===== src/rtl/kim_mips_pkg.sv =====
// Shared definitions for the kim MIPS pipeline control blocks: operand forwarding
// encodings, the branch-hazard FSM state type and the hazard helper functions.
package kim_mips_pkg;

    localparam int REG_ADDR_WIDTH = 5;

    localparam logic [1:0] FWD_RF    = 2'd0;
    localparam logic [1:0] FWD_EXMEM = 2'd1;
    localparam logic [1:0] FWD_MEMWB = 2'd2;

    typedef enum logic {
        ST_RESOLVE = 1'b0,
        ST_STALL   = 1'b1
    } br_state_e;

    // Cycles a branch source must wait: an EX load needs two, an EX ALU result or a MEM load one.
    function automatic logic [1:0] src_need(input logic ex_hit, input logic ex_load,
                                            input logic mem_hit, input logic mem_load);
        logic [1:0] need;
        if (ex_hit && ex_load) begin
            need = 2'd2;
        end else if (ex_hit) begin
            need = 2'd1;
        end else if (mem_hit && mem_load) begin
            need = 2'd1;
        end else begin
            need = 2'd0;
        end
        return need;
    endfunction

    function automatic logic [1:0] need_max(input logic [1:0] a, input logic [1:0] b);
        return (a > b) ? a : b;
    endfunction

    // The younger MEM result wins over WB; a MEM load has no data yet and cannot forward.
    function automatic logic [1:0] src_fwd(input logic mem_hit, input logic mem_load,
                                           input logic wb_hit);
        logic [1:0] sel;
        if (mem_hit && !mem_load) begin
            sel = FWD_EXMEM;
        end else if (wb_hit) begin
            sel = FWD_MEMWB;
        end else begin
            sel = FWD_RF;
        end
        return sel;
    endfunction

endpackage


===== src/rtl/kim_sat_counter.sv =====
// Saturating up-counter with synchronous clear; sticks at all-ones once reached.
module kim_sat_counter #(
    parameter int CNT_WIDTH = 32
) (
    input  logic                 clk,
    input  logic                 clear,
    input  logic                 inc,
    output logic [CNT_WIDTH-1:0] count
);

    localparam logic [CNT_WIDTH-1:0] CNT_MAX = {CNT_WIDTH{1'b1}};
    localparam logic [CNT_WIDTH-1:0] CNT_ONE = CNT_WIDTH'(1);

    logic [CNT_WIDTH-1:0] count_r;

    // Clear has priority; increments stop at the maximum value
    always_ff @(posedge clk) begin
        if (clear) begin
            count_r <= '0;
        end else if (inc && (count_r != CNT_MAX)) begin
            count_r <= count_r + CNT_ONE;
        end else begin
            count_r <= count_r;
        end
    end

    assign count = count_r;

endmodule


===== src/rtl/kim_branch_hazard_ctrl.sv =====
// ID-stage branch hazard controller: stalls until branch operands can be forwarded,
// selects forwarding sources, redirects/flushes on taken branches, counts events.
module kim_branch_hazard_ctrl #(
    parameter int REG_ADDR_WIDTH = kim_mips_pkg::REG_ADDR_WIDTH,
    parameter int CNT_WIDTH      = 32
) (
    input  logic                      clk,
    input  logic                      rst_n,
    input  logic                      ext_stall,
    input  logic                      id_is_branch,
    input  logic [REG_ADDR_WIDTH-1:0] id_rs,
    input  logic [REG_ADDR_WIDTH-1:0] id_rt,
    input  logic                      br_equal,
    input  logic                      ex_reg_write,
    input  logic                      ex_mem_read,
    input  logic [REG_ADDR_WIDTH-1:0] ex_rd,
    input  logic                      mem_reg_write,
    input  logic                      mem_mem_read,
    input  logic [REG_ADDR_WIDTH-1:0] mem_rd,
    input  logic                      wb_reg_write,
    input  logic [REG_ADDR_WIDTH-1:0] wb_rd,
    output logic                      pc_write,
    output logic                      if_id_write,
    output logic                      if_id_flush,
    output logic                      id_ex_bubble,
    output logic                      pc_sel_branch,
    output logic [1:0]                fwd_a_sel,
    output logic [1:0]                fwd_b_sel,
    output logic                      busy,
    output logic [CNT_WIDTH-1:0]      branch_cnt,
    output logic [CNT_WIDTH-1:0]      taken_cnt,
    output logic [CNT_WIDTH-1:0]      stall_cnt
);

    import kim_mips_pkg::*;

    br_state_e state_r;
    logic      cnt_r;

    logic       ex_rs_s, ex_rt_s, mem_rs_s, mem_rt_s, wb_rs_s, wb_rt_s;
    logic [1:0] need_s;
    logic [1:0] fwd_a_s, fwd_b_s;
    logic       branch_inc_s, taken_inc_s, cnt_clear_s;

    function automatic logic reg_match(input logic we, input logic [REG_ADDR_WIDTH-1:0] rd,
                                       input logic [REG_ADDR_WIDTH-1:0] src);
        return we && (rd == src) && (rd != '0);
    endfunction

    assign ex_rs_s  = reg_match(ex_reg_write,  ex_rd,  id_rs);
    assign ex_rt_s  = reg_match(ex_reg_write,  ex_rd,  id_rt);
    assign mem_rs_s = reg_match(mem_reg_write, mem_rd, id_rs);
    assign mem_rt_s = reg_match(mem_reg_write, mem_rd, id_rt);
    assign wb_rs_s  = reg_match(wb_reg_write,  wb_rd,  id_rs);
    assign wb_rt_s  = reg_match(wb_reg_write,  wb_rd,  id_rt);

    assign need_s  = need_max(src_need(ex_rs_s, ex_mem_read, mem_rs_s, mem_mem_read),
                              src_need(ex_rt_s, ex_mem_read, mem_rt_s, mem_mem_read));
    assign fwd_a_s = src_fwd(mem_rs_s, mem_mem_read, wb_rs_s);
    assign fwd_b_s = src_fwd(mem_rt_s, mem_mem_read, wb_rt_s);

    // Pipeline control outputs decoded from the current state and the ID/EX/MEM/WB view
    always_comb begin
        pc_write      = 1'b0;
        if_id_write   = 1'b0;
        if_id_flush   = 1'b0;
        id_ex_bubble  = 1'b0;
        pc_sel_branch = 1'b0;
        branch_inc_s  = 1'b0;
        taken_inc_s   = 1'b0;
        fwd_a_sel     = rst_n ? fwd_a_s : FWD_RF;
        fwd_b_sel     = rst_n ? fwd_b_s : FWD_RF;
        busy          = rst_n && (state_r == ST_STALL);
        if (rst_n && !ext_stall) begin
            case (state_r)
                ST_RESOLVE: begin
                    if (id_is_branch && (need_s != 2'd0)) begin
                        id_ex_bubble = 1'b1;
                    end else if (id_is_branch) begin
                        pc_write      = 1'b1;
                        if_id_write   = 1'b1;
                        pc_sel_branch = br_equal;
                        if_id_flush   = br_equal;
                        branch_inc_s  = 1'b1;
                        taken_inc_s   = br_equal;
                    end else begin
                        pc_write    = 1'b1;
                        if_id_write = 1'b1;
                    end
                end
                ST_STALL: begin
                    id_ex_bubble = 1'b1;
                end
                default: begin
                    pc_write    = 1'b1;
                    if_id_write = 1'b1;
                end
            endcase
        end else begin
            pc_write    = 1'b0;
            if_id_write = 1'b0;
        end
    end

    // The RESOLVE cycle is the first bubble; STALL supplies the remaining need-1 bubbles
    always_ff @(posedge clk) begin
        if (!rst_n) begin
            state_r <= ST_RESOLVE;
            cnt_r   <= 1'b0;
        end else if (ext_stall) begin
            state_r <= state_r;
            cnt_r   <= cnt_r;
        end else begin
            case (state_r)
                ST_RESOLVE: begin
                    if (id_is_branch && (need_s > 2'd1)) begin
                        state_r <= ST_STALL;
                        cnt_r   <= 1'b0;
                    end else begin
                        state_r <= ST_RESOLVE;
                        cnt_r   <= cnt_r;
                    end
                end
                ST_STALL: begin
                    if (cnt_r == 1'b0) begin
                        state_r <= ST_RESOLVE;
                        cnt_r   <= 1'b0;
                    end else begin
                        state_r <= ST_STALL;
                        cnt_r   <= cnt_r - 1'b1;
                    end
                end
                default: begin
                    state_r <= ST_RESOLVE;
                    cnt_r   <= 1'b0;
                end
            endcase
        end
    end

    assign cnt_clear_s = !rst_n;

    kim_sat_counter #(.CNT_WIDTH(CNT_WIDTH)) u_branch_cnt (
        .clk   (clk),
        .clear (cnt_clear_s),
        .inc   (branch_inc_s),
        .count (branch_cnt)
    );

    kim_sat_counter #(.CNT_WIDTH(CNT_WIDTH)) u_taken_cnt (
        .clk   (clk),
        .clear (cnt_clear_s),
        .inc   (taken_inc_s),
        .count (taken_cnt)
    );

    kim_sat_counter #(.CNT_WIDTH(CNT_WIDTH)) u_stall_cnt (
        .clk   (clk),
        .clear (cnt_clear_s),
        .inc   (id_ex_bubble),
        .count (stall_cnt)
    );

endmodule

===== config.mk =====
export PLATFORM = sky130hd
export DESIGN_NAME = kim_branch_hazard_ctrl
export DESIGN_NICKNAME = d
export VERILOG_FILES = /design/src/rtl/kim_mips_pkg.sv /design/src/rtl/kim_sat_counter.sv /design/src/rtl/kim_branch_hazard_ctrl.sv
export SDC_FILE = /design/constraint.sdc
export NUM_CORES = 1
export LEC_CHECK = 0
export CELL_PAD_IN_SITES_DETAIL_PLACEMENT = 0
export CELL_PAD_IN_SITES_GLOBAL_PLACEMENT = 1
export CORE_MARGIN = 2
export CORE_UTILIZATION = 39
export DETAILED_ROUTE_END_ITERATION = 12
export PLACE_DENSITY = 0.92
export SLEW_MARGIN = 25
export SYNTH_ARGS = -nofsm -noshare
export SYNTH_HDL_FRONTEND = slang
export SYNTH_SLANG_ARGS = --single-unit

===== constraint.sdc =====
create_clock -name clk -period 12.4 [get_ports clk]
set_input_delay 3.1 -clock clk [delete_from_list [all_inputs] [get_ports clk]]
set_output_delay 3.1 -clock clk [all_outputs]
set_load 0.05 [all_outputs]

==> reports/summary.txt <==
Post-cts resize count: 0
Final hold violation count: 0
Clk_skew: 7.39 ps
Peak Freq: 0.0900 GHz
Final Critical Period: 11110 ps
Die Area: 14900 um2
ANT nets after route: 0
WL/cell: 15.9 um
Commonest non-fill, non-tap cell in the layout: clkdlybuf4s50_1
Placed instance area: 6980 um2
CP top delay family: compound AO/OA/AOI/OAI gates
Status: completed
Arrival @ worst endpoint: 8010 ps
All-Layer GR Usage: 21.3%
Cell Pwr Density: 93.0 nW/um2
Overall power: 0.680 mW
CP Max Fanout: 5
GP Congestion: 0.838
Clock tree buffer depth: 2
CP bufs+invs: 2
Number of flops mapped to enable cells by yosys: 0
Height of the die: 122 um
Initial Util: 39.5%
Worst slew pin tran: 848 ps
Worst Setup End Kind: primary output
Critical path startpoint category: primary input
CP Class: in2out
Core area: 13800 um2
Vias per cell: 5.60
Most frequent cells in the layout: clkdlybuf4s50_1 (139), dfxtp_1 (97), nor2_1 (70)
Detailed-route DRC error count: 0
Worst hold path type: reg2reg
Drt pass-1 iters: 5
Clock root buffer: clkbuf_16
Initial drt markers: 353
Max stage delay on crit path: 940 ps
Slew headroom: 42.7%
Final Instance Area: 7310 um2
Ant. Diodes: 0
CTS sink count: 97
Maximum VDD drop: 0.0000540 V
Via Count: 5543
IO buf count: 140
Async S/R FF share, synth: 0%
Vias in the first global route: 5181
# rows: 43
Worst skew pair latency: 350 ps
Syn nets: 721
Main flop type after synthesis: dfxtp_1
# IOs: 141
Synth-to-layout area growth: 34.5%
Fraction of layout cells with a size suffix above 1: 4.45%
Final WL: 15700 um
Max_cap viols: 0
Clock-pin transition on the worst setup and hold timing paths: 70 ps
First-pass GRT wire length: 25600 um
Hold buffer count at cts: 0
Largest net degree at the start of global routing: 73
RSZ-0062 raised after global routing: false
Dpl hpwl: 11200 um
CP required: 9300 ps
Leakage: 2.29 nW
Slew Limit Fails: 0
Num CTS Buffers: 9
Chip width: 122 um
Syn avg cell area: 7.99 um2
H-Tree Depth: 3
Critical-path top delay cell: clkdlybuf4s50_1
Initial antenna violation count: 1
Netlist cell types: 48
Final setup TNS: 0 ps
Mapped Cells: 680
Worst-path cell chain: clkdlybuf4s50_1 -> or4_1 -> o21a_1 -> nand4_1 -> mux2_2 -> ha_1 -> nor2_1 -> a2bb2oi_1 -> nand4_1 -> a211oi_2 -> o21ai_0 -> a2111oi_0 -> clkdlybuf4s50_1
Register area share after synthesis: 35.7%
Endpoints failing setup: 0
Post-Synthesis Cell Area: 5440 um2
Synth Register Bits: 97
Remaining Overflow, GRT: 0
CTS tree: built
Synth warn: 0
Post-CTS Setup Inserts: 0
Final net count: 845
Period utilization: 89.6%
flip-flops by register name, summed over array words and instances (netlist names):
name	count
u_branch_cnt.count	32
state_r	1
u_stall_cnt.count	32
u_taken_cnt.count	32
kinds of logic (layout without fill, tap and decap cells):
kind of cell             Yosys count  in the layout  synth area share [%]
adder cells (fa/ha/maj)            6              6                  1.38
AO/OA/AOI/OAI                     89             89                  10.2
buffers and inverters             45            174                  3.31
multiplexers                      23             23                  4.26
AND/OR/NAND/NOR                  352            352                  34.1
XOR/XNOR                          68             68                  11.0
flip-flops                        97             97                  35.7
worst paths after layout:
check | start | endpoint | slack (ps) | depth (start not counted)
hold / removal | u_stall_cnt.count[4] | u_stall_cnt.count[4] | 500 | 1
setup / recovery | ex_rd[1] | if_id_write | 1290 | 13
setup reg to reg | u_stall_cnt.count[8] | u_stall_cnt.count[22] | 9270 | 8
hold reg to reg | u_stall_cnt.count[4] | u_stall_cnt.count[4] | 500 | 1
metrics by stage:
stage               hold WS [ps]  worst slack [ps]  util (%)  std cells
floorplan                    601               720         -        680
global placement             466              1420      50.7        973
detailed placement           479              1210      50.7        973
CTS                          499              1190      53.1        989
global route                 525               968      53.1        989
finish                       501              1290      53.1        989
routing by layer:
layer  share of wire, %  global-route usage [%]  up-vias
met5              0.083                       0        -
met4                2.1                    8.41        2
met3                4.7                    4.03       29
met2                 48                    34.5      153
met1                 45                    27.9     2637
li1                   -                       -     2722
where the power goes:
group	total, mW	switching, mW	leakage, nW	internal, mW
sequential	0.312	0.000774	0.781	0.312
combinational	0.0520	0.0304	1.35	0.0216
clock	0.316	0.135	0.163	0.181
total	0.680	0.166	2.29	0.514
cell usage after synthesis (all sizes together), types with 7 or more instances:
| cell | n | area (um2) |
|---|---|---|
| mux2i | 22 | 220 |
| nor2 | 70 | 263 |
| nor3 | 20 | 100 |
| o21ai | 25 | 125 |
| and4 | 9 | 78.8 |
| inv | 13 | 48.8 |
| xor2 | 17 | 149 |
| dfxtp | 97 | 1940 |
| nor4b | 7 | 61.3 |
| and3 | 8 | 50.1 |
| nand2 | 66 | 248 |
| o31ai | 12 | 90.1 |
| a21oi | 34 | 170 |
| nand2b | 16 | 100 |
| or3 | 22 | 138 |
| nand3 | 41 | 205 |
| xnor2 | 51 | 447 |
| nand4 | 34 | 213 |
| clkbuf | 27 | 101 |
| or4 | 17 | 128 |
| nor4 | 24 | 150 |
final cells by class:
class | instances | area (um2)
Clock buffer | 9 | 225
Timing Repair Buffer | 145 | 1430
Tap cell | 180 | 225
Fill cell | 1312 | 6460
Sequential cell | 97 | 1940
Multi-Input combinational cell | 538 | 3330
Clock inverter | 7 | 106
Inverter | 13 | 48.8
Note: power is estimated with default switching activity, not from simulation.
